### config.mk
export PLATFORM = sky130hd
export DESIGN_NAME = mul_pipe
export DESIGN_NICKNAME = d
export VERILOG_FILES = /design/src/rtl/mul_pipe.sv
export SDC_FILE = /design/constraint.sdc
export NUM_CORES = 2
export LEC_CHECK = 0
export CAP_MARGIN = 0
export CORE_ASPECT_RATIO = 1.2
export CORE_UTILIZATION = 48
export CTS_CLUSTER_DIAMETER = 150
export DETAILED_ROUTE_END_ITERATION = 10
export GPL_ROUTABILITY_DRIVEN = 0
export PLACE_DENSITY = 0.62
export RECOVER_POWER = 50
export SLEW_MARGIN = 20
export SYNTH_ARGS = -nofsm -noshare
export SYNTH_HDL_FRONTEND = slang
export SYNTH_SLANG_ARGS = --single-unit
### constraint.sdc
create_clock -name clk -period 12.1 [get_ports clk]
set_clock_uncertainty 0.1 [all_clocks]
set_input_delay 2.42 -clock clk [delete_from_list [all_inputs] [get_ports clk]]
set_output_delay 2.42 -clock clk [all_outputs]
set_load 0.02 [all_outputs]
### src/rtl/mul_pipe.sv
// ----------------------------------------------------------------------------
// mul_pipe
//   Fully pipelined RV32M/RV64M multiply unit for the EX stage. It executes
//   MUL, MULH, MULHSU and MULHU with one op accepted per cycle, and returns
//   results in issue order exactly LATENCY cycles after acceptance.
//
//   Pipeline organisation:
//     - level 0 captures the accepted operands, funct3 and rd tag;
//     - levels 1..LATENCY carry the full 2*XLEN product;
//     - level LATENCY drives the out_* ports.
//   An op accepted at edge k is therefore visible at the output from edge
//   k+LATENCY. All levels advance together and hold together on a stall.
//
// Parameters
//   XLEN     operand/result width (32 or 64)
//   LATENCY  accept-to-result latency in cycles (1..8)
//   TAG_W    width of the rd tag carried with each op
//
// Ports
//   clk         rising-edge clock
//   reset       synchronous active-high reset
//   flush       kills every op in flight and any op offered this cycle
//   in_valid    op offered
//   in_ready    unit can accept (combinational, = !stall)
//   in_funct3   000 MUL, 001 MULH, 010 MULHSU, 011 MULHU, 1xx -> result 0
//   in_a/in_b   rs1/rs2 operands
//   in_tag      rd tag, returned unchanged with the result
//   out_valid   result present
//   out_ready   consumer takes the result when out_valid && out_ready
//   out_result  selected product bits
//   out_tag     tag of the op in out_result
//   busy        any pipeline level holds a valid op
// ----------------------------------------------------------------------------
module mul_pipe #(
    parameter int XLEN    = 32,
    parameter int LATENCY = 3,
    parameter int TAG_W   = 5
) (
    input  logic             clk,
    input  logic             reset,
    input  logic             flush,
    input  logic             in_valid,
    output logic             in_ready,
    input  logic [2:0]       in_funct3,
    input  logic [XLEN-1:0]  in_a,
    input  logic [XLEN-1:0]  in_b,
    input  logic [TAG_W-1:0] in_tag,
    output logic             out_valid,
    input  logic             out_ready,
    output logic [XLEN-1:0]  out_result,
    output logic [TAG_W-1:0] out_tag,
    output logic             busy
);

    localparam int PW = 2 * XLEN;

    // Full-width product with the per-opcode operand extension. Multiplying
    // the two 2*XLEN extended operands and keeping the low 2*XLEN bits is
    // exact for any signed/unsigned operand mix (two's complement).
    function automatic logic [PW-1:0] mul_full(
        input logic [XLEN-1:0] a,
        input logic [XLEN-1:0] b,
        input logic [2:0]      f3
    );
        logic          a_sgn;
        logic          b_sgn;
        logic [PW-1:0] a_x;
        logic [PW-1:0] b_x;
        // rs1 is signed for MUL/MULH/MULHSU, rs2 only for MUL/MULH
        a_sgn = (f3[1:0] != 2'b11) & a[XLEN-1];
        b_sgn = (f3[1]   == 1'b0)  & b[XLEN-1];
        a_x   = {{XLEN{a_sgn}}, a};
        b_x   = {{XLEN{b_sgn}}, b};
        return a_x * b_x;
    endfunction

    // Picks the architectural result bits out of the full product.
    function automatic logic [XLEN-1:0] sel_result(
        input logic [PW-1:0] p,
        input logic [2:0]    f3
    );
        logic [XLEN-1:0] r;
        if (f3[2]) begin
            r = {XLEN{1'b0}};
        end else if (f3[1:0] == 2'b00) begin
            r = p[XLEN-1:0];
        end else begin
            r = p[PW-1:XLEN];
        end
        return r;
    endfunction

    logic             v_r   [0:LATENCY];
    logic [TAG_W-1:0] tag_r [0:LATENCY];
    logic [2:0]       f3_r  [0:LATENCY];
    logic [PW-1:0]    p_r   [1:LATENCY];
    logic [XLEN-1:0]  a_r;
    logic [XLEN-1:0]  b_r;
    logic             stall_s;

    // Stall only when the last level holds a result the consumer refuses.
    always_comb begin
        stall_s = v_r[LATENCY] & ~out_ready;
    end

    // Pipeline data path: operands, tags, funct3 and product advance together.
    always_ff @(posedge clk) begin
        if (reset) begin
            a_r <= {XLEN{1'b0}};
            b_r <= {XLEN{1'b0}};
            for (int i = 0; i <= LATENCY; i++) begin
                tag_r[i] <= {TAG_W{1'b0}};
                f3_r[i]  <= 3'b000;
            end
            for (int i = 1; i <= LATENCY; i++) begin
                p_r[i] <= {PW{1'b0}};
            end
        end else if (!stall_s) begin
            // Operands are only captured for real offers so idle/undriven
            // inputs never reach the product registers.
            if (in_valid) begin
                a_r      <= in_a;
                b_r      <= in_b;
                tag_r[0] <= in_tag;
                f3_r[0]  <= in_funct3;
            end
            p_r[1] <= mul_full(a_r, b_r, f3_r[0]);
            for (int i = 1; i <= LATENCY; i++) begin
                tag_r[i] <= tag_r[i-1];
                f3_r[i]  <= f3_r[i-1];
            end
            for (int i = 2; i <= LATENCY; i++) begin
                p_r[i] <= p_r[i-1];
            end
        end
    end

    // Valid bits: reset and flush clear everything; flush also drops the
    // op offered in the same cycle, and beats a pending stall.
    always_ff @(posedge clk) begin
        if (reset || flush) begin
            for (int i = 0; i <= LATENCY; i++) begin
                v_r[i] <= 1'b0;
            end
        end else if (!stall_s) begin
            v_r[0] <= in_valid;
            for (int i = 1; i <= LATENCY; i++) begin
                v_r[i] <= v_r[i-1];
            end
        end
    end

    // Busy whenever any level carries a live op.
    always_comb begin
        busy = 1'b0;
        for (int i = 0; i <= LATENCY; i++) begin
            busy = busy | v_r[i];
        end
    end

    // Output port mapping from the last pipeline level.
    always_comb begin
        in_ready   = ~stall_s;
        out_valid  = v_r[LATENCY];
        out_tag    = tag_r[LATENCY];
        out_result = sel_result(p_r[LATENCY], f3_r[LATENCY]);
    end

endmodule

==> results.txt <==
Status: complete, but fails checks
Failing checks: max-capacitance violations, max-slew violations
CP max FO: 34
Per-cell routed wire length: 20.3 um
Top Metal Used: met4
Synthesized area per cell: 9.83 um^2
Final Hold Viols: 0
Share of Yosys cell area claimed by the top area cell type: 0.463
CP startpoint kind: flip-flop
Data arrival time of the worst path: 9.34 ns
Root buf cell: clkbuf_16
Final worst slack: 2.92 ns
Max Cap Viol: 6
Post-Synth XOR/XNOR Area: 0.0119
Row count: 127
Ys flop type: edfxtp_1
Crit-path leading delay family: adder cells
Final WL: 127000 um
PD cells: 103 nW/um^2
1st-pass router iterations: 6
DRC Markers: 0
TNS Setup: 0 ns
Die width: 293 um
P&R area growth vs syn: 6.57%
RSZ-0062 raised after global routing: no
Sequential area share after synthesis: 0.167
CTS H-Tree Depth: 1
Antenna cell count: 0
Top Ports: 117
CORE AREA: 100000 um^2
Synth Area in Simple Gates: 0.152
Initial antenna violation count: 1
Power Total: 5.35 mW
CTS max path bufs: 3
First-pass GRT wire length: 203000 um
Post-synthesis adder-cell area fraction: 0.517
Vias in the first global route: 36000
Initial Util: 0.485
Netlist cell types: 62
CTS resizes: 0
Post-DP HPWL: 98600 um
I/O Buffers: 116
Met3 wire length: 5750 um
Leakage: 24.7 nW
CP Buf/Inv Count: 7
Worst endpoint required time: 12.26 ns
Yosys warnings: 0
FFs w/ async S/R, synth: 0
FMAX: 109 MHz
Worst skew pair latency: 0.61 ns
Post-synthesis mux area share: 0.000823
WL met2: 66000 um
Final Cycle Share: 0.758
Yosys reg bits: 292
Hold-fix buffers, CTS: 0
Finished Layout Cells: 6255
Slew margin rel.: -1.43
Top post-synthesis cells by area: fa_1 46%, edfxtp_1 14%, inv_1 8.6%
Final setup viols: 0
Largest net degree at the start of global routing: 100
Worst vdd ir: 0.138 mV
Die Area: 103000 um^2
Setup bufs post-CTS: 0
CTS buffer count: 28
Placed cells: 6202
Total GRT Usage: 0.257
First DRT Iteration DRCs: 1913
Via count: 33200
CTS tree: built
Layout cells sized above 1: 0.0280
Critical path endpoint category: flip-flop
Vias per cell: 5.31
Utilization after layout: 0.517
Max-slew violations: 339
EDFF count, synth: 228
Max incr delay on CP: 1.00 ns
Critical path's slowest cell: fa_1
CP dominant cell by count: fa_1
Final net count: 6293
Syn Nets: 6362
Post-synthesis compound-gate area fraction: 0.0424
Total clock sinks: 292
Slew @ Worst Pin: 3.64 ns
Final critical-path required period: 9.18 ns
Die H: 351 um
Clock slew at reported path FFs: 0.07 ns
Combinational family with the most area after synthesis: adder cells
Wl on met1: 50500 um
Hold WC Path Type: flip-flop to flip-flop
Cells after synthesis: 4948
GR Overflow Total: 0
Place WS: 2.88 ns
Routed Antenna Nets: 0
Worst setup path class: flip-flop to flip-flop
Syn Std Cell Area: 48700 um^2
Cell taking the most area after synthesis: fa_1
[final timing paths]
| check | start | endpoint | slack [ns] | depth (start not counted) |
|---|---|---|---|---|
| min reg2reg | a_r[1]$_SDFFE_PP0P_ | a_r[1]$_SDFFE_PP0P_ | 0.39 | 1 |
| max reg2reg | a_r[31]$_SDFFE_PP0P_ | p_r[0][123]$_SDFFCE_PN0P_ | 2.92 | 26 |
| max | a_r[31]$_SDFFE_PP0P_ | p_r[0][123]$_SDFFCE_PN0P_ | 2.92 | 26 |
| min | a_r[1]$_SDFFE_PP0P_ | a_r[1]$_SDFFE_PP0P_ | 0.39 | 1 |
[stage by stage]
step | hold WS [ns] | instance area, um^2
after global placement | 0.365 | 51000
after CTS | 0.386 | 51900
final | 0.386 | 51900
after floorplan | 0.397 | 48700
after global routing | 0.416 | 51900
after detailed placement | 0.367 | 51000
[synth_stat cells, types with 7 or more instances]
master,count
o21ai_1,8
and3_1,19
nand2_1,805
a21o_1,21
a211oi_1,7
dfxtp_1,64
and2_1,524
o21a_1,14
o21ai_0,31
nand4_1,15
a21oi_1,96
xnor2_1,49
nor2_1,99
xor2_1,17
o21bai_1,16
ha_1,212
edfxtp_1,228
nand3_1,14
nor3_1,17
clkbuf_1,274
inv_1,1118
or2_2,11
a22o_1,65
nand2b_1,14
fa_1,1125
[cell type report]
cell class,instances,area (um^2)
Multi-Input combinational cell,3253,35300
Clock inverter,17,170
Tap cell,1354,1690
Clock buffer,35,731
Fill cell,9223,48400
Inverter,1118,4200
Sequential cell,292,8140
Timing Repair Buffer,186,1670
[kinds of logic (layout without fill, tap and decap cells)]
family	Yosys count	count (layout)
buffers and inverters	1403	1356
flip-flops	292	292
XOR/XNOR	66	66
multiplexers	4	4
AND/OR/NAND/NOR	1545	1545
AO/OA/AOI/OAI	301	301
adder cells (fa/ha/maj)	1337	1337
[flip-flops by register name, indices dropped and copies added, names as in the netlist]
| name | cells |
|---|---|
| a_r | 32 |
| f3_r | 12 |
| p_r | 192 |
| b_r | 32 |
| tag_r | 20 |
| v_r | 4 |
[worst reg2reg max path, cell delays in order, from the launching register on]
cell and delay (ns):
dfxtp_1 0.30, buf_4 0.24, a21boi_2 0.25, buf_4 0.23
nand2_1 0.18, inv_1 0.10, fa_1 0.55, inv_1 0.15
fa_1 0.57, inv_1 0.07, fa_2 0.68, inv_1 0.21
fa_1 1.00, fa_1 0.56, fa_1 0.56, fa_1 0.44
fa_1 0.49, inv_1 0.04, ha_1 0.37, and3_1 0.26
a221o_1 0.32, a221oi_1 0.39, nand3b_1 0.12, o221ai_1 0.35
o21bai_1 0.13, xnor2_1 0.14, nor2_1 0.06
[placed cells by master, fill, tap and decap left out, types with 17 or more instances in the layout]
| cell | n |
|---|---|
| dfxtp_1 | 55 |
| nor3_1 | 17 |
| o21ai_0 | 31 |
| and3_1 | 19 |
| and2_1 | 483 |
| a21o_1 | 21 |
| and2_0 | 40 |
| a22o_1 | 65 |
| inv_1 | 1118 |
| xor2_1 | 17 |
| nand2_1 | 805 |
| fa_1 | 1124 |
| xnor2_1 | 49 |
| nor2_1 | 98 |
| edfxtp_1 | 228 |
| ha_1 | 212 |
| buf_4 | 65 |
| clkbuf_16 | 28 |
| a21oi_1 | 96 |
| clkdlybuf4s50_1 | 108 |
[routing by layer]
metal  up-vias  global-route usage
met4         0              0.0932
met2       928               0.461
met3       255              0.0207
met5         -                   0
li1      14400                   -
met1     17600               0.326
[where the power goes]
group          internal [mW]  total [mW]  switching [mW]
clock network          0.476       0.881           0.406
registers               1.27        1.35          0.0773
logic                   1.19        3.12            1.93
Power figures use the tool's default switching activity.
